$ cat src/rtl/calc_seq_pkg.sv
// Shared widths, opcodes and FSM encodings for calc_sequencer.
// Opcode 011 decodes as MUL only when CALC_SEQ_MUL_EN is defined.
package calc_seq_pkg;

   localparam int W  = 8;
   localparam int NW = 4;

   localparam logic [2:0] OP_ADD  = 3'b000;
   localparam logic [2:0] OP_SUB  = 3'b001;
   localparam logic [2:0] OP_SHL1 = 3'b010;
   localparam logic [2:0] OP_MUL  = 3'b011;

   typedef enum logic [2:0] {
      S_IDLE = 3'd0,
      S_LO   = 3'd1,
      S_HI   = 3'd2,
      S_SH   = 3'd3,
      S_MLO  = 3'd4,
      S_MHI  = 3'd5,
      S_DONE = 3'd6
   } state_t;

   function automatic logic op_reserved(input logic [2:0] op);
      logic r;
      case (op)
         OP_ADD, OP_SUB, OP_SHL1: r = 1'b0;
`ifdef CALC_SEQ_MUL_EN
         OP_MUL:                  r = 1'b0;
`endif
         default:                 r = 1'b1;
      endcase
      return r;
   endfunction

endpackage

$ cat src/rtl/calc_seq_nibble.sv
// 4-bit ripple-carry adder shared by every pass of calc_sequencer.
module calc_seq_nibble
   import calc_seq_pkg::*;
(
   input  logic [NW-1:0] x,
   input  logic [NW-1:0] y,
   input  logic          cin,
   output logic [NW-1:0] sum,
   output logic          cout
);

   logic [NW:0] cy;

   assign cy[0] = cin;

   for (genvar i = 0; i < NW; i++) begin : g_fa
      assign sum[i]  = x[i] ^ y[i] ^ cy[i];
      assign cy[i+1] = (x[i] & y[i]) | (cy[i] & (x[i] ^ y[i]));
   end

   assign cout = cy[NW];

endmodule

$ cat src/rtl/calc_sequencer.sv
// Multi-cycle 8-bit calculator sequencing ADD/SUB/SHL1(/MUL) through one nibble adder.
// MUL (opcode 011) is built only when CALC_SEQ_MUL_EN is defined; otherwise it is reserved.
module calc_sequencer
   import calc_seq_pkg::*;
(
   input  logic         clk,
   input  logic         rst,
   input  logic         start,
   input  logic [2:0]   op,
   input  logic [W-1:0] a,
   input  logic [W-1:0] b,
   output logic         busy,
   output logic         done,
   output logic [W-1:0] y,
   output logic         c,
   output logic         of,
   output logic         err
);

   state_t         state_q, state_d;
   logic [W-1:0]   a_q, a_d, b_q, b_d, acc_q, acc_d, y_q, y_d;
   logic [2:0]     op_q, op_d;
   logic           carry_q, carry_d, c_q, c_d, of_q, of_d, err_q, err_d;
   logic [NW-1:0]  nib_x, nib_y, nib_sum;
   logic           nib_cin, nib_cout;
   logic           is_sub;
   logic [W-1:0]   b_eff;
`ifdef CALC_SEQ_MUL_EN
   logic [W-1:0]   m_q, m_d, q_q, q_d, addend;
   logic [2:0]     cnt_q, cnt_d;
   logic           ovf_q, ovf_d, lost_q, lost_d, mul_ovf;
`endif

   calc_seq_nibble u_nibble (
      .x    (nib_x),
      .y    (nib_y),
      .cin  (nib_cin),
      .sum  (nib_sum),
      .cout (nib_cout)
   );

   // SUB reuses the ADD passes: invert B here and inject cin=1 in the low pass.
   assign is_sub = (op_q == OP_SUB);
   assign b_eff  = is_sub ? ~b_q : b_q;
`ifdef CALC_SEQ_MUL_EN
   assign addend  = q_q[0] ? m_q : {W{1'b0}};
   assign mul_ovf = ovf_q | nib_cout | (q_q[0] & lost_q);
`endif

   // FSM state register
   always_ff @(posedge clk) begin
      if (rst) state_q <= S_IDLE;
      else     state_q <= state_d;
   end

   // FSM next-state logic
   always_comb begin
      state_d = state_q;
      case (state_q)
         S_IDLE: begin
            if (start) begin
               case (op)
                  OP_ADD, OP_SUB: state_d = S_LO;
                  OP_SHL1:        state_d = S_SH;
`ifdef CALC_SEQ_MUL_EN
                  OP_MUL:         state_d = S_MLO;
`endif
                  default:        state_d = S_DONE;
               endcase
            end else begin
               state_d = S_IDLE;
            end
         end
         S_LO:   state_d = S_HI;
         S_HI:   state_d = S_DONE;
         S_SH:   state_d = S_DONE;
`ifdef CALC_SEQ_MUL_EN
         S_MLO:  state_d = S_MHI;
         S_MHI: begin
            if (cnt_q == 3'd7) state_d = S_DONE;
            else               state_d = S_MLO;
         end
`endif
         S_DONE: state_d = S_IDLE;
         default: state_d = S_IDLE;
      endcase
   end

   // Datapath and result-register loads per state
   always_comb begin
      a_d     = a_q;
      b_d     = b_q;
      op_d    = op_q;
      acc_d   = acc_q;
      carry_d = carry_q;
      y_d     = y_q;
      c_d     = c_q;
      of_d    = of_q;
      err_d   = err_q;
      nib_x   = acc_q[NW-1:0];
      nib_y   = {NW{1'b0}};
      nib_cin = 1'b0;
`ifdef CALC_SEQ_MUL_EN
      m_d     = m_q;
      q_d     = q_q;
      cnt_d   = cnt_q;
      ovf_d   = ovf_q;
      lost_d  = lost_q;
`endif
      case (state_q)
         S_IDLE: begin
            if (start) begin
               a_d     = a;
               b_d     = b;
               op_d    = op;
               acc_d   = {W{1'b0}};
               carry_d = 1'b0;
`ifdef CALC_SEQ_MUL_EN
               m_d     = a;
               q_d     = b;
               cnt_d   = 3'd0;
               ovf_d   = 1'b0;
               lost_d  = 1'b0;
`endif
               if (op_reserved(op)) begin
                  y_d   = {W{1'b0}};
                  c_d   = 1'b0;
                  of_d  = 1'b0;
                  err_d = 1'b1;
               end else begin
                  err_d = err_q;
               end
            end else begin
               a_d = a_q;
            end
         end
         S_LO: begin
            nib_x            = a_q[NW-1:0];
            nib_y            = b_eff[NW-1:0];
            nib_cin          = is_sub;
            acc_d[NW-1:0]    = nib_sum;
            carry_d          = nib_cout;
         end
         S_HI: begin
            nib_x            = a_q[W-1:NW];
            nib_y            = b_eff[W-1:NW];
            nib_cin          = carry_q;
            acc_d[W-1:NW]    = nib_sum;
            y_d              = {nib_sum, acc_q[NW-1:0]};
            c_d              = nib_cout;
            of_d             = (a_q[W-1] == b_eff[W-1]) && (nib_sum[NW-1] != a_q[W-1]);
            err_d            = 1'b0;
         end
         S_SH: begin
            y_d   = {a_q[W-2:0], 1'b0};
            c_d   = a_q[W-1];
            of_d  = a_q[W-1] ^ a_q[W-2];
            err_d = 1'b0;
         end
`ifdef CALC_SEQ_MUL_EN
         S_MLO: begin
            nib_x         = acc_q[NW-1:0];
            nib_y         = addend[NW-1:0];
            nib_cin       = 1'b0;
            acc_d[NW-1:0] = nib_sum;
            carry_d       = nib_cout;
         end
         S_MHI: begin
            nib_x         = acc_q[W-1:NW];
            nib_y         = addend[W-1:NW];
            nib_cin       = carry_q;
            acc_d[W-1:NW] = nib_sum;
            ovf_d         = mul_ovf;
            lost_d        = lost_q | m_q[W-1];
            m_d           = {m_q[W-2:0], 1'b0};
            q_d           = {1'b0, q_q[W-1:1]};
            cnt_d         = cnt_q + 3'd1;
            if (cnt_q == 3'd7) begin
               y_d   = {nib_sum, acc_q[NW-1:0]};
               c_d   = mul_ovf;
               of_d  = mul_ovf;
               err_d = 1'b0;
            end else begin
               y_d   = y_q;
            end
         end
`endif
         default: begin
            nib_cin = 1'b0;
         end
      endcase
   end

   // Operand, accumulator and result registers
   always_ff @(posedge clk) begin
      if (rst) begin
         a_q     <= {W{1'b0}};
         b_q     <= {W{1'b0}};
         op_q    <= 3'd0;
         acc_q   <= {W{1'b0}};
         carry_q <= 1'b0;
         y_q     <= {W{1'b0}};
         c_q     <= 1'b0;
         of_q    <= 1'b0;
         err_q   <= 1'b0;
`ifdef CALC_SEQ_MUL_EN
         m_q     <= {W{1'b0}};
         q_q     <= {W{1'b0}};
         cnt_q   <= 3'd0;
         ovf_q   <= 1'b0;
         lost_q  <= 1'b0;
`endif
      end else begin
         a_q     <= a_d;
         b_q     <= b_d;
         op_q    <= op_d;
         acc_q   <= acc_d;
         carry_q <= carry_d;
         y_q     <= y_d;
         c_q     <= c_d;
         of_q    <= of_d;
         err_q   <= err_d;
`ifdef CALC_SEQ_MUL_EN
         m_q     <= m_d;
         q_q     <= q_d;
         cnt_q   <= cnt_d;
         ovf_q   <= ovf_d;
         lost_q  <= lost_d;
`endif
      end
   end

   assign busy = (state_q != S_IDLE);
   assign done = (state_q == S_DONE);
   assign y    = y_q;
   assign c    = c_q;
   assign of   = of_q;
   assign err  = err_q;

endmodule

$ cat config.mk
export PLATFORM = sky130hd
export DESIGN_NAME = calc_sequencer
export DESIGN_NICKNAME = d
export VERILOG_FILES = /design/src/rtl/calc_seq_pkg.sv /design/src/rtl/calc_seq_nibble.sv /design/src/rtl/calc_sequencer.sv
export SDC_FILE = /design/constraint.sdc
export NUM_CORES = 1
export LEC_CHECK = 0
export BUFFER_PORTS_ARGS = -buffer_cell sky130_fd_sc_hd__buf_2
export CAP_MARGIN = 20
export CELL_PAD_IN_SITES_DETAIL_PLACEMENT = 0
export CELL_PAD_IN_SITES_GLOBAL_PLACEMENT = 1
export CORE_ASPECT_RATIO = 0.9
export CORE_MARGIN = 4
export CORE_UTILIZATION = 30
export DETAILED_ROUTE_END_ITERATION = 8
export GPL_TIMING_DRIVEN = 0
export PLACE_DENSITY_LB_ADDON = 0.05
export SYNTH_ARGS = -nofsm -noshare
export SYNTH_HDL_FRONTEND = slang
export SYNTH_SLANG_ARGS = --single-unit
$ cat constraint.sdc
create_clock -name clk -period 3.15 [get_ports clk]
set_clock_uncertainty 0.15 [all_clocks]
set_input_delay 0.4725 -clock clk [delete_from_list [all_inputs] [get_ports clk]]
set_output_delay 0.4725 -clock clk [all_outputs]
set_load 0.005 [all_outputs]
Yosys cells after proc, flatten, opt, wreduce, memory -nomap -nowiden
Index checks and enable logic that the tools add are counted.
{ "word_totals": {"inputBits": 22, "output_inout_bits": 13, "ff_bits": 38} }
{ "classes": {"bitwise": 22, "mux": 24, "eq_ne": 11, "reduce_logical": 14} }
{ "ops": {"columns": ["op", "n"], "rows": [
  ["8-bit two-way mux", 3],
  ["4-bit case mux with 2 select lines", 3],
  ["8-bit case mux with 3 select lines", 1],
  ["3-bit by 1-bit == test with 1-bit output (second input constant)", 3],
  ["3-bit by 2-bit == test with 1-bit output (second input constant)", 3],
  ["3-bit case mux with 3 select lines", 1],
  ["1-bit bitwise XOR", 9],
  ["1-bit bitwise AND", 8],
  ["1-bit two-way mux", 8],
  ["8-bit NOT", 1],
  ["3-bit logical NOT", 2],
  ["1-bit case mux with 2 select lines", 3],
  ["1-bit case mux with 3 select lines", 2],
  ["3-bit case mux with 2 select lines", 1],
  ["3-bit AND reduction", 2],
  ["3-bit nonzero test", 2],
  ["4-bit two-way mux", 1],
  ["2-bit != test (second input constant)", 2],
  ["1-bit OR", 4],
  ["2-bit AND reduction", 2],
  ["2-bit nonzero test", 2],
  ["2-bit OR reduction", 2],
  ["3-bit == test (second input constant)", 1],
  ["3-bit two-way mux", 1],
  ["other kinds (4)", 4]
]} }

Longest topological paths before layout
Gate-level depths: netlist (run 1).
{ "logic_depth": {"ltp_word": 14, "mapped_depth": 16} }

Hierarchy
From an unflattened synthesis (run 1), not the netlist that was laid out.
{ "unflattened": {"hier_cells": 227, "hier_area_um2": 1950.6} }
{ "by_module_without_submodules": {"columns": ["mod", "area_per_inst_um2", "cells_each", "n_inst"], "rows": [
  ["calc_sequencer", 1833.0, 213, 1],
  ["calc_seq_nibble", 117.6, 14, 1]
]} }

Worst setup path before layout (run 1)
OpenSTA, ideal clock, no wires.
{ "synth_path": {"path_kind": "flip-flop to flip-flop", "startpoint": "reg state_q[1]", "endpoint": "reg of_q, in the netlist of", "setup_ps": 120, "n_path_buf": 1, "path_slack_ps": -133, "required_ps": 2880, "period_less_slack_ps": 3283, "t_arrival_ps": 3014, "path_stages_with_launch": 15, "cell_sequence": "dfxtp_1 -> buf_2 -> nor2b_1 -> nand2b_1 -> o22ai_1 -> a21oi_1 -> fa_1 -> inv_1 -> fa_1 -> inv_1 -> fa_1 -> fa_1 -> nand2b_1 -> mux2i_1 -> o31a_1"} }
{ "synth_between": {"elab_chain_cells": 13, "elab_cells_between_ends": 28} }
{ "synth_rtl": {"columns": ["element", "line_no", "text"], "rows": [
  ["from (decl)", "calc_sequencer.sv:20", "state_t state_q, state_d;"],
  ["from (signal assigned)", "calc_sequencer.sv:53", "else state_q <= state_d;"],
  ["3-bit by 2-bit == test with 1-bit output / 3-bit by 1-bit == test with 1-bit output (equally long branches)", "calc_sequencer.sv:110", "case (state_q)"],
  ["4-bit case mux with 2 select lines", "calc_sequencer.sv:110", null],
  ["1-bit bitwise XOR", "calc_seq_nibble.sv:18", "assign cy[i+1] = (x[i] & y[i]) | (cy[i] & (x[i] ^ y[i]));"],
  ["1-bit bitwise AND", "calc_seq_nibble.sv:18", null],
  ["1-bit OR", "calc_seq_nibble.sv:18", null],
  ["1-bit bitwise AND", "calc_seq_nibble.sv:18", null],
  ["1-bit OR", "calc_seq_nibble.sv:18", null],
  ["1-bit bitwise AND", "calc_seq_nibble.sv:18", null],
  ["1-bit OR", "calc_seq_nibble.sv:18", null],
  ["1-bit bitwise XOR", "calc_seq_nibble.sv:17", "assign sum[i] = x[i] ^ y[i] ^ cy[i];"],
  ["1-bit != test", "calc_sequencer.sv:151", "of_d = (a_q[W-1] == b_eff[W-1]) && (nib_sum[NW-1] != a_q[W-1]);"],
  ["1-bit logical AND", "calc_sequencer.sv:151", null],
  ["1-bit case mux with 3 select lines", "calc_sequencer.sv:110", null],
  ["to (signal assigned)", "calc_sequencer.sv:204", "of_q <= 1'b0;"],
  ["to (signal assigned)", "calc_sequencer.sv:221", "of_q <= of_d;"],
  ["to (decl)", "calc_sequencer.sv:23", "logic carry_q, carry_d, c_q, c_d, of_q, of_d, err_q, err_d;"]
]} }
Parallel ways exist; a longest one is shown, timed or not.
A chain may end at the register's enable or synchronous reset.

Final worst setup path (run 1)
{ "layout_path": {"startpoint": "reg op_q[0]", "endpoint": "reg of_q, in the netlist of"} }
{ "layout_between": {"elab_chain_cells": 14, "elab_cells_between_ends": 22} }
{ "layout_rtl": {"columns": ["element", "line_no", "text"], "rows": [
  ["from (decl)", "calc_sequencer.sv:22", "logic [2:0] op_q, op_d;"],
  ["from (signal assigned)", "calc_sequencer.sv:216", "op_q <= op_d;"],
  ["3-bit by 1-bit == test with 1-bit output (*)", "calc_sequencer.sv:43", "assign is_sub = (op_q == OP_SUB);"],
  ["8-bit two-way mux", "calc_sequencer.sv:44", "assign b_eff = is_sub ? ~b_q : b_q;"],
  ["4-bit case mux with 2 select lines", "calc_sequencer.sv:110", null],
  ["1-bit bitwise XOR", "calc_seq_nibble.sv:18", null],
  ["1-bit bitwise AND", "calc_seq_nibble.sv:18", null],
  ["1-bit OR", "calc_seq_nibble.sv:18", null],
  ["1-bit bitwise AND", "calc_seq_nibble.sv:18", null],
  ["1-bit OR", "calc_seq_nibble.sv:18", null],
  ["1-bit bitwise AND", "calc_seq_nibble.sv:18", null],
  ["1-bit OR", "calc_seq_nibble.sv:18", null],
  ["1-bit bitwise XOR", "calc_seq_nibble.sv:17", null],
  ["1-bit != test", "calc_sequencer.sv:151", null],
  ["1-bit logical AND (*)", "calc_sequencer.sv:151", null],
  ["1-bit case mux with 3 select lines (*)", "calc_sequencer.sv:110", null]
]} }
Mark *: on every way between the ends. The rest lies on a longest branch, timed or not.

==> summary.md, run 1 <==
| Metric | Value |
|---|---|
| Outcome | finished, violations left |
| Failing checks | negative setup slack |
| CTS Root Buffer Type | clkbuf_8 |
| RSZ-0062 raised after global routing | true |
| WP data required | 3.18 ns |
| DR WL/cell | around 15 um |
| Final Hold Viols | 0 |
| Area grow syn2layout | 30.8% |
| GPL Wtd Cong | approximately 0.90 |
| Final WL | 5490 um |
| Via count | 1745 |
| CTS tree | done |
| All-layer global routing usage | around 15% |
| FMAX | 306 MHz |
| Static Leak | 0.991 nW |
| Crit path max fanout | 4 |
| Largest net degree at the start of global routing | 12 |
| Hold Crit Class | in -> reg |
| First-pass GRT wire length | 8970 um |
| Cell area power density | 471 nW/um^2 |
| Hold path endpoint | a_q[6]$_SDFFE_PP0P_ |
| Count of final setup violators | 1 |
| Seq cells post-synth | 38 |
| Starting density of the core | 30.9% |
| Hold path start | a[6] |
| Count of final max-slew check failures | 0 |
| 1st-iter DRT viols | 67 |
| WHS | 0.261 ns |
| Fill count | 651 |
| Most common cell after layout, fill and taps aside | nand2_1 |
| PnR worst setup slack | -0.119 ns |
| Fin crit share | 104% |
| Hold depth | 3 |
| Most frequent cells in the layout | 42 x nand2_1, 37 x buf_2, 35 x dfxtp_1 |
| Number of CTS-inserted buffers | 5 |
| Least-Margin Pin Slew | about 0.61 ns |
| Drt pass-1 iters | 4 |
| Core Box Area | 6110 sq um |
| Worst IR Drop VDD | 0.174 mV |
| Die X | 91.6 um |
| R2R Setup Slk | -0.12 ns |
| Hold buffer count at cts | 0 |
| HPWL Detailed | 4030 um |
| N_diodes | 0 |
| Placed inst area | 2210 sq um |
| Fin nets | 308 |
| Post-synthesis cell type count | 35 |
| Reg2Reg Depth | 14 |
| H-tree depth | 2 |
| Total power | between 0.001 and 0.0015 W |
| Yosys warnings | 0 |
| I/O Buffers | 34 |
| Detail Route Antenna Nets | 0 |
| Rel. slew slack | 59.4% |
| Die Area | 7620 sq um |
| Reg2reg end | of$_SDFFE_PP0P_ |
| Clock latency on the worst-skew pair | 0.29 ns |
| Post-Synthesis Cell Area | 1890 sq um |
| Crit path time final | 3.27 ns |
| Die Y | 83.2 um |
| Ports | 35 |
| CP Class | reg -> reg |
| Number of global-route vias before repair | 1714 |
| Reg-to-Reg Start | op_q[0]$_SDFFE_PP0P_ |
| Num rows | 27 |
| Worst endpoint data arrival time | roughly 3.3 ns |
| Crit end category | flip-flop |
| Layout cells sized above 1 | approximately 33% |
| Remaining Overflow, GRT | 0 |
| Finished Core Util | 40.4% |
| Startpoint types | flip-flop |
| Vias per std cell | 4.72 |
| Max Cap Viol | 0 |
| Final instance area | 2470 sq um |
| DRC Markers | 0 |
| Mapped Nets | 257 |
| Clk slew on worst S/H paths | 0.08 ns |
| Initial antenna violation count | 0 |
| Post-Syn Instances | about 230 |
| Max Root-Sink Buffers | 2 |
| Clock tree sinks | 38 |
| Sequential-to-total area share from yosys stat | 40.3% |
| Synth Area per Inst | between 8 and 9 sq um |
[what timing repair did]
action / CTS / global route
setup buffers: 9 / 1
pin swaps: 8 / 3
gates resized for setup: 19 / 7
setup endpoints to repair: 4 / 5
[state kept, by name, indices dropped and copies added, names as in the netlist]
| register | count |
|---|---|
| b_q | 8 |
| err | 1 |
| acc_q | 4 |
| state_q | 3 |
| carry_q | 1 |
| of | 1 |
| a_q | 8 |
| y | 8 |
| op_q | 3 |
| c | 1 |
[worst max-delay path, cell delays in order, from the launching register on]
cell	delay, ns
dfxtp_2	0.32
nor3b_2	0.14
buf_4	0.15
xor2_2	0.14
a22oi_2	0.18
nor2_1	0.09
fa_2	0.36
inv_2	0.06
fa_2	0.19
inv_2	0.04
fa_2	0.33
fa_2	0.57
nand2b_4	0.13
mux2i_1	0.06
o31a_1	0.25
[power breakdown]
part	leakage (nW)	internal (W)	switching [W]
logic	0.631	0.000126	0.000152
registers	0.311	0.000508	0.0000261
clock network	0.0482	0.000177	0.000175
total	0.991	0.000811	0.000353
[synthesized netlist by cell type (all sizes together)]
cell type	n	area, sq um
nor2	30	113
o22ai	8	50.1
o311ai	1	8.76
nand3	1	5.00
a21oi	25	125
or2	1	6.26
a221oi	1	8.76
o21ai	2	10.0
nand2	42	158
or3	3	18.8
fa	4	80.1
o221ai	1	8.76
inv	4	15.0
a2bb2oi	1	8.76
xor2	6	52.6
nor3b	3	27.5
a22oi	7	52.6
buf	10	57.6
nand2b	8	57.6
and2	1	6.26
o31a	1	8.76
dfxtp	38	761
clkbuf	7	26.3
a211oi	3	32.5
mux2i	8	80.1
xnor2	3	26.3
a31oi	8	50.1
nor4b	1	15.0
nor3	1	5.00
nor2b	2	12.5
[metal layers]
layer | track usage [%] | vias up | routed length, um
met1 | 22.0 | 811 | 2910
met2 | 21.8 | 33 | 2310
met3 | 3.26 | 7 | 226
li1 | - | 894 | -
met4 | 3.56 | 0 | 49
met5 | 0 | - | 0
[stage by stage]
stage | setup slack (ns) | instances | TNS (ns)
6_report | -0.119 | 370 | -0.119
5_1_grt | -0.258 | 370 | -0.551
4_1_cts | -0.107 | 369 | -0.141
3_5_place_dp | -0.290 | 352 | -0.704
3_3_place_gp | -0.308 | 352 | -0.784
2_1_floorplan | 0.0149 | 231 | 0
[kinds of logic (layout without fill, tap and decap cells)]
logic type               Yosys count  in the layout  share of synthesized area, %
adder cells (fa/ha/maj)            4              4                          4.24
buffers and inverters             21             73                          5.24
AND/OR/NAND/NOR                   93             93                          22.5
XOR/XNOR                           9              9                          4.18
AO/OA/AOI/OAI                     58             58                          19.3
flip-flops                        38             38                          40.3
multiplexers                       8              8                          4.24
[layout make-up]
type	instances	area (sq um)	area share, %
Clock buffer	7	86.3	3.50
Multi-Input combinational cell	172	1130	45.6
Clock inverter	1	5.00	0.203
Tap cell	87	109	4.41
Buffer	17	115	4.66
Inverter	4	17.5	0.710
Sequential cell	38	764	31.0
Timing Repair Buffer	44	245	9.93
[worst max-delay path by stage]
stage | startpoint | to | depth (start not counted)
after floorplan | state_q[0]$_SDFF_PP0_ | of$_SDFFE_PP0P_ | 15
after global placement | state_q[1]$_SDFF_PP0_ | of$_SDFFE_PP0P_ | 14
after detailed placement | state_q[1]$_SDFF_PP0_ | of$_SDFFE_PP0P_ | 14
after CTS | op_q[0]$_SDFFE_PP0P_ | of$_SDFFE_PP0P_ | 14
after global routing | op_q[0]$_SDFFE_PP0P_ | of$_SDFFE_PP0P_ | 14
final | op_q[0]$_SDFFE_PP0P_ | of$_SDFFE_PP0P_ | 14
Power figures use the tool's default switching activity.
==> run 2, diff against run 1 <==
--- a/config.mk
+++ b/config.mk
@@ -12,6 +12,7 @@
 export CORE_ASPECT_RATIO = 0.9
 export CORE_MARGIN = 4
 export CORE_UTILIZATION = 30
+export CTS_BUF_LIST = sky130_fd_sc_hd__clkbuf_8
 export DETAILED_ROUTE_END_ITERATION = 8
 export GPL_TIMING_DRIVEN = 0
 export PLACE_DENSITY_LB_ADDON = 0.05
==> summary.md, run 2 (synthesis gave the netlist of run 1 again) <==
| Metric | Value |
|---|---|
| Vias per std cell | 4.71 (-0.11%) |
| GPL Wtd Cong | 0.897 (unchanged) |
| CTS Root Buffer Type | clkbuf_8 |
| Fill count | 651 (unchanged) |
| Num rows | 27 (unchanged) |
| Startpoint types | flip-flop |
| Crit end category | flip-flop |
| Clk slew on worst S/H paths | 0.08 ns (about the same) |
| Hold path start | a[6] |
| Fin crit share | 104% (about the same) |
| Cell breakdown of the critical path | nor3b_2, buf_4, xor2_2, a22oi_2, nor2_1, fa_2, inv_2, fa_2, inv_2, fa_2, fa_2, nand2b_4, mux2i_1, o31a_1 |
| Die Area | 7620 sq um (unchanged) |
| Most frequent cells in the layout | 42 x nand2_1, 37 x buf_2, 35 x dfxtp_1 |
| Starting density of the core | 30.9% (unchanged) |
| Final WL | 5500 um (+0.15%) |
| N_diodes | 0 (unchanged) |
| All-layer global routing usage | 14.9% (unchanged) |
| Worst Setup SP | op_q[0]$_SDFFE_PP0P_ |
| Outcome | finished, violations left |
| Slowest CP cell | fa_2 |
| First-pass GRT wire length | 8970 um (unchanged) |
| Max Cap Viol | 0 (unchanged) |
| Ports | 35 (unchanged) |
| Hold buffer count at cts | 0 (unchanged) |
| Least-Margin Pin Slew | 0.609 ns (+0.000207 ns) |
| Number of CTS-inserted buffers | 5 (unchanged) |
| DR WL/cell | 14.9 um (+0.15%) |
| Layout cells sized above 1 | 32.9% (unchanged) |
| 1st-iter DRT viols | 67 (unchanged) |
| Remaining Overflow, GRT | 0 (unchanged) |
| CP Class | reg -> reg |
| WP data required | 3.18 ns (about the same) |
| CP dominant cell by count | fa_2 |
| Worst endpoint data arrival time | 3.30 ns (about the same) |
| I/O Buffers | 34 (unchanged) |
| Max Root-Sink Buffers | 2 (unchanged) |
| FMAX | 306 MHz (about the same) |
| WP buf/inv | 3 (unchanged) |
| Cell area power density | 471 nW/um^2 (-0.15%) |
| Clock tree sinks | 38 (unchanged) |
| Failing checks | negative setup slack |
| Crit path time final | 3.27 ns (+0.00163 ns) |
| Final Hold Viols | 0 (unchanged) |
| Crit path max fanout | 4 (unchanged) |
| Drt pass-1 iters | 5 (+1) |
| DRC Markers | 0 (unchanged) |
| Most common cell after layout, fill and taps aside | nand2_1 |
| Die X | 91.6 um (unchanged) |
| Clock latency on the worst-skew pair | 0.29 ns (about the same) |
| Area grow syn2layout | 30.8% (unchanged) |
| Hold Crit Class | in -> reg |
| Slowest cell delay on critical path | 0.57 ns (about the same) |
| Count of final setup violators | 1 (unchanged) |
| Static Leak | 0.995 nW (+0.42%) |
| Count of final max-slew check failures | 0 (unchanged) |
| RSZ-0062 raised after global routing | true |
| Top delay family on crit path | adder cells |
| Largest net degree at the start of global routing | 12 (unchanged) |
| HPWL Detailed | 4030 um (unchanged) |
| Reg-to-Reg Start | op_q[0]$_SDFFE_PP0P_ |
| Finished Core Util | 40.4% (unchanged) |
| Via count | 1743 (-0.11%) |
| Fin nets | 308 (unchanged) |
| PnR worst setup slack | -0.120 ns (-0.00163 ns) |
| Number of global-route vias before repair | 1714 (unchanged) |
| Worst IR Drop VDD | 0.174 mV (about the same) |
| Rel. slew slack | 59.4% (about the same) |
| Detail Route Antenna Nets | 0 (unchanged) |
| Initial antenna violation count | 0 (unchanged) |
| Die Y | 83.2 um (unchanged) |
| Core Box Area | 6110 sq um (unchanged) |
| CTS tree | done |
| Final setup TNS | -0.120 ns (-0.00163 ns) |
| H-tree depth | 2 (unchanged) |
run 2: cell types whose count changed in the layout (fill, tap and decap cells not counted), sizes merged:
cell    before  now
clkbuf      14   13
inv          4    5
run 2: path summary, 6_finish.rpt:
check                              end  slack [ns]  cells after the start
setup / recovery       of$_SDFFE_PP0P_       -0.12                     14
setup reg to reg       of$_SDFFE_PP0P_       -0.12                     14
hold reg to reg   op_q[0]$_SDFFE_PP0P_        0.30                      2
hold / removal     a_q[6]$_SDFFE_PP0P_        0.26                      3
run 2: final cells by class:
| class | instances | area, sq um | area share [%] |
|---|---|---|---|
| repair buffers | 44 | 245 | 9.93 |
| well taps | 87 | 109 | 4.41 |
| inverters | 4 | 17.5 | 0.710 |
| clock buffers | 6 | 82.6 | 3.35 |
| flip-flops and latches | 38 | 764 | 31.0 |
| plain buffers | 17 | 115 | 4.66 |
| clock inverters | 2 | 8.76 | 0.355 |
| multi-input cells | 172 | 1130 | 45.6 |
run 2: through the flow:
step | cell area, sq um | setup WS [ns] | std cells | hold slack (ns) | power [W]
detailed placement | 2210 | -0.290 | 352 | 0.305 | 0.000785
CTS | 2430 | -0.107 | 369 | 0.255 | 0.00117
global placement | 2210 | -0.308 | 352 | 0.293 | 0.000788
finish | 2470 | -0.120 | 370 | 0.258 | 0.00116
global route | 2470 | -0.258 | 370 | 0.253 | 0.00122
floorplan | 1930 | 0.0149 | 231 | 0.282 | 0.000707
run 2: power by group:
| part | total, W | leakage, nW | switching [W] | internal [W] |
|---|---|---|---|---|
| combinational | 0.000278 | 0.631 | 0.000152 | 0.000126 |
| clock | 0.000350 | 0.0524 | 0.000176 | 0.000174 |
| sequential | 0.000534 | 0.311 | 0.0000261 | 0.000508 |
run 2: layer usage:
layer  part of all wire [%]  track usage, %  vias up  wire length, um
met5                      0               0        -                0
met3                    3.9            3.26        7              216
met1                     53            22.0      811             2920
met2                     42            21.8       31             2300
li1                       -               -      894                -
met4                   0.98            3.56        0               54
run 2: timing repair:
action / CTS / global route
setup endpoints to repair: 4 / 5
setup buffers: 9 / 1
pin swaps: 8 / 3
hold endpoints to repair: 0 / 0
resized for setup: 19 / 7
run 2: tightest hold or removal path, stage by stage:
cell	delay, ns
buf_2	0.09
nand2_1	0.04
a21oi_1	0.05
==> run 3, diff against run 2 <==
--- a/config.mk
+++ b/config.mk
@@ -5,6 +5,7 @@
 export SDC_FILE = /design/constraint.sdc
 export NUM_CORES = 1
 export LEC_CHECK = 0
+export ABC_AREA = 1
 export BUFFER_PORTS_ARGS = -buffer_cell sky130_fd_sc_hd__buf_2
 export CAP_MARGIN = 20
 export CELL_PAD_IN_SITES_DETAIL_PLACEMENT = 0
@@ -14,7 +15,6 @@
 export CORE_UTILIZATION = 30
 export CTS_BUF_LIST = sky130_fd_sc_hd__clkbuf_8
 export DETAILED_ROUTE_END_ITERATION = 8
-export GPL_TIMING_DRIVEN = 0
 export PLACE_DENSITY_LB_ADDON = 0.05
 export SYNTH_ARGS = -nofsm -noshare
 export SYNTH_HDL_FRONTEND = slang
==> summary.md, run 3 <==
| Metric | Value |
|---|---|
| Final Hold Viols | 0 (unchanged) |
| Drt pass-1 iters | 4 (-1) |
| Yosys warnings | 0 (unchanged) |
| Top cells by area, synth | dfxtp_1 42%, nand2_1 11%, o21ai_0 9.1%, a21oi_1 7.4%, inv_1 5.2% |
| Worst Setup SP | state_q[0]$_SDFF_PP0_ |
| Num rows | 26 (-3.7%) |
| Worst endpoint data arrival time | 3.05 ns (-0.25 ns) |
| H-tree depth | 2 (unchanged) |
| Count of final setup violators | 0 (-1) |
| Largest net degree at the start of global routing | 29 (+17) |
| CTS tree | done |
| Vias per std cell | 4.67 (-0.82%) |
| FMAX | 336 MHz (+10%) |
| WP data required | 3.23 ns (+0.05 ns) |
| EDFF count, synth | 0 (unchanged) |
| Reg-to-Reg Start | state_q[0]$_SDFF_PP0_ |
| Die Y | 81.9 um (-1.6%) |
| Synth Flop Type | dfxtp_1 |
| Post-synth ARST share | 0% (unchanged) |
| CTS Root Buffer Type | clkbuf_8 |
| Top-count cell post-synth | nand2_1 |
| Rel. slew slack | 56.8% (-2.6 points) |
| Top delay family on crit path | adder cells |
| N_diodes | 0 (unchanged) |
| Post-Syn Instances | 251 (+8.7%) |
| Most frequent cells in the layout | 51 x nand2_1, 34 x dfxtp_1, 34 x buf_2 |
| CP Class | reg -> reg |
| Reg2Reg Depth | 15 (+1) |
| Fin nets | 318 (+3.2%) |
| Static Leak | 0.962 nW (-3.3%) |
| Yosys top cell by area | dfxtp_1 |
| First-pass GRT wire length | 8180 um (-8.8%) |
| Crit end category | flip-flop |
| R2R Setup Slk | 0.18 ns (+0.30 ns) |
| Area share of the largest cell type after synthesis | 41.8% (+1.4 points) |
| Crit path max fanout | 5 (+1) |
| Least-Margin Pin Slew | 0.647 ns (+0.0386 ns) |
| Number of CTS-inserted buffers | 5 (unchanged) |
| Crit path time final | 2.97 ns (-0.298 ns) |
| DR WL/cell | 13.8 um (-7.1%) |
| Metal-1 WL | 2570 um (-12%) |
| Max Root-Sink Buffers | 2 (unchanged) |
| Outcome | finished clean |
| Clock tree sinks | 38 (unchanged) |
| Die X | 90.1 um (-1.6%) |
| Slowest cell delay on critical path | 0.58 ns (about the same) |
| Post-synthesis cell type count | 27 (-23%) |
| Synth cell count leaders | 52 x nand2_1, 38 x dfxtp_1, 33 x o21ai_0 |
| Detail Route Antenna Nets | 0 (unchanged) |
| Starting density of the core | 31.5% (+0.60 points) |
| Cell breakdown of the critical path | inv_1, nor2_4, nand2_4, nand3_2, o211ai_1, fa_2, inv_2, fa_2, inv_1, fa_2, fa_2, nand3_1, nand2_1, nand2_1, a21oi_2 |
| Final WL | 5010 um (-8.8%) |
| Metal3 WL | 181 um (-16%) |
| CP dominant cell by count | fa_2 |
| Core Box Area | 5790 sq um (-5.3%) |
| All-layer global routing usage | 14.4% (-0.54 points) |
| Worst Setup EP | of$_SDFFE_PP0P_ |
| Seq cells post-synth | 38 (unchanged) |
| GPL Wtd Cong | 0.765 (-15%) |
| Via count | 1696 (-2.7%) |
| Fin crit share | 94.4% (-9.5 points) |
| Pre-CTS WS | 0.0551 ns (+0.345 ns) |
| Startpoint types | flip-flop |
| Max Cap Viol | 0 (unchanged) |
| Hold buffer count at cts | 0 (unchanged) |
| HPWL Detailed | 3650 um (-9.5%) |
| Most common cell after layout, fill and taps aside | nand2_1 |
| DRC Markers | 0 (unchanged) |
| 1st-iter DRT viols | 43 (-36%) |
| Area grow syn2layout | 23.0% |
| I/O Buffers | 34 (unchanged) |
| Met2 routed WL | 2190 um (-4.9%) |
| Final setup TNS | 0 ns (+0.120 ns) |
| Number of cells on the critical path | 15 (+1) |
| Cell area power density | 518 nW/um^2 (+10%) |
| Die Area | 7380 sq um (-3.1%) |
| Mapped Nets | 277 (+7.8%) |
| Sequential-to-total area share from yosys stat | 41.8% (+1.4 points) |
| Clock latency on the worst-skew pair | 0.29 ns (about the same) |
| Post-Synthesis Cell Area | 1820 sq um (-3.4%) |
| Synth Area per Inst | 7.26 sq um (-11%) |
| PnR worst setup slack | 0.178 ns (+0.298 ns) |
| Number of global-route vias before repair | 1620 (-5.5%) |
| Count of final max-slew check failures | 0 (unchanged) |
| Hold Crit Class | in -> reg |
| Slowest CP cell | fa_2 |
| Layout cells sized above 1 | 26.6% (-6.2 points) |
| Remaining Overflow, GRT | 0 (unchanged) |
| Worst IR Drop VDD | 0.228 mV (+31%) |
| Reg2reg end | of$_SDFFE_PP0P_ |
| WP buf/inv | 3 (unchanged) |
| Initial antenna violation count | 0 (unchanged) |
| Ports | 35 (unchanged) |
| Top layer in use | met4 |
| Clk slew on worst S/H paths | 0.07 ns (about the same) |
| RSZ-0062 raised after global routing | false |
-- run 3: metrics by stage --
stage                     cells  instance area, sq um  hold slack, ns  utilization [%]  power, W
after detailed placement    353                  2080           0.304             36.0  0.000814
after global placement      353                  2080           0.302             36.0  0.000815
after global routing        363                  2240           0.264             38.7   0.00125
after floorplan             251                  1820           0.289                -  0.000728
after CTS                   361                  2170           0.260             37.5   0.00117
final                       363                  2240           0.269             38.7   0.00116
-- run 3: timing repair --
action / 4_1_cts / 5_1_grt
setup buffers: 0 / 2
gates resized for setup: 0 / 21
setup endpoints to repair: 0 / 4
-- run 3: routing by layer --
layer	global-route usage, %	vias to the layer above
met4	5.96	0
li1	-	893
met5	0	-
met1	19.1	773
met3	3.85	5
met2	22.2	25
-- run 3: logic make-up after synthesis --
logic type               share of synthesized area (%)
AO/OA/AOI/OAI                                     20.9
XOR/XNOR                                         0.481
adder cells (fa/ha/maj)                           4.40
buffers and inverters                             9.48
flip-flops                                        41.8
AND/OR/NAND/NOR                                   23.0
-- run 3: final cells by class --
| cell class | count | area [sq um] |
|---|---|---|
| clock buffer | 6 | 82.6 |
| clock inverter | 2 | 8.76 |
| fill | 671 | 3550 |
| inverter | 30 | 118 |
| multi-input combinational | 173 | 927 |
| sequential | 38 | 768 |
| tap | 70 | 87.6 |
| timing repair buffer | 44 | 249 |
-- run 3: where the power goes --
part | switching (W) | leakage, nW | internal (W)
clock network | 0.000174 | 0.0524 | 0.000173
registers | 0.0000292 | 0.314 | 0.000528
logic | 0.000158 | 0.596 | 0.0000974
total | 0.000361 | 0.962 | 0.000799
-- run 3: how the worst min path moves through the flow --
stage / startpoint / endpoint / slack, ns / cells past startpoint
floorplan: acc_q[2]$_SDFFE_PP0P_ / acc_q[2]$_SDFFE_PP0P_ / 0.29 / 2
global placement: carry_q$_SDFFE_PP0P_ / carry_q$_SDFFE_PP0P_ / 0.30 / 2
detailed placement: y[0]$_SDFFE_PP0P_ / y[0]$_SDFFE_PP0P_ / 0.30 / 2
CTS: a[2] / a_q[2]$_SDFFE_PP0P_ / 0.26 / 3
global route: a[4] / a_q[4]$_SDFFE_PP0P_ / 0.26 / 3
finish: a[2] / a_q[2]$_SDFFE_PP0P_ / 0.27 / 3
-- run 3: worst reg2reg max path: cells and delay by family, from the launching register on --
kind                       cells  cell delay (ns)
adders and majority gates      4             1.50
DFF                            1             0.37
buffers and inverters          3             0.17
AOI/OAI and AO/OA              2             0.23
and+or+nand+nor                6             0.50
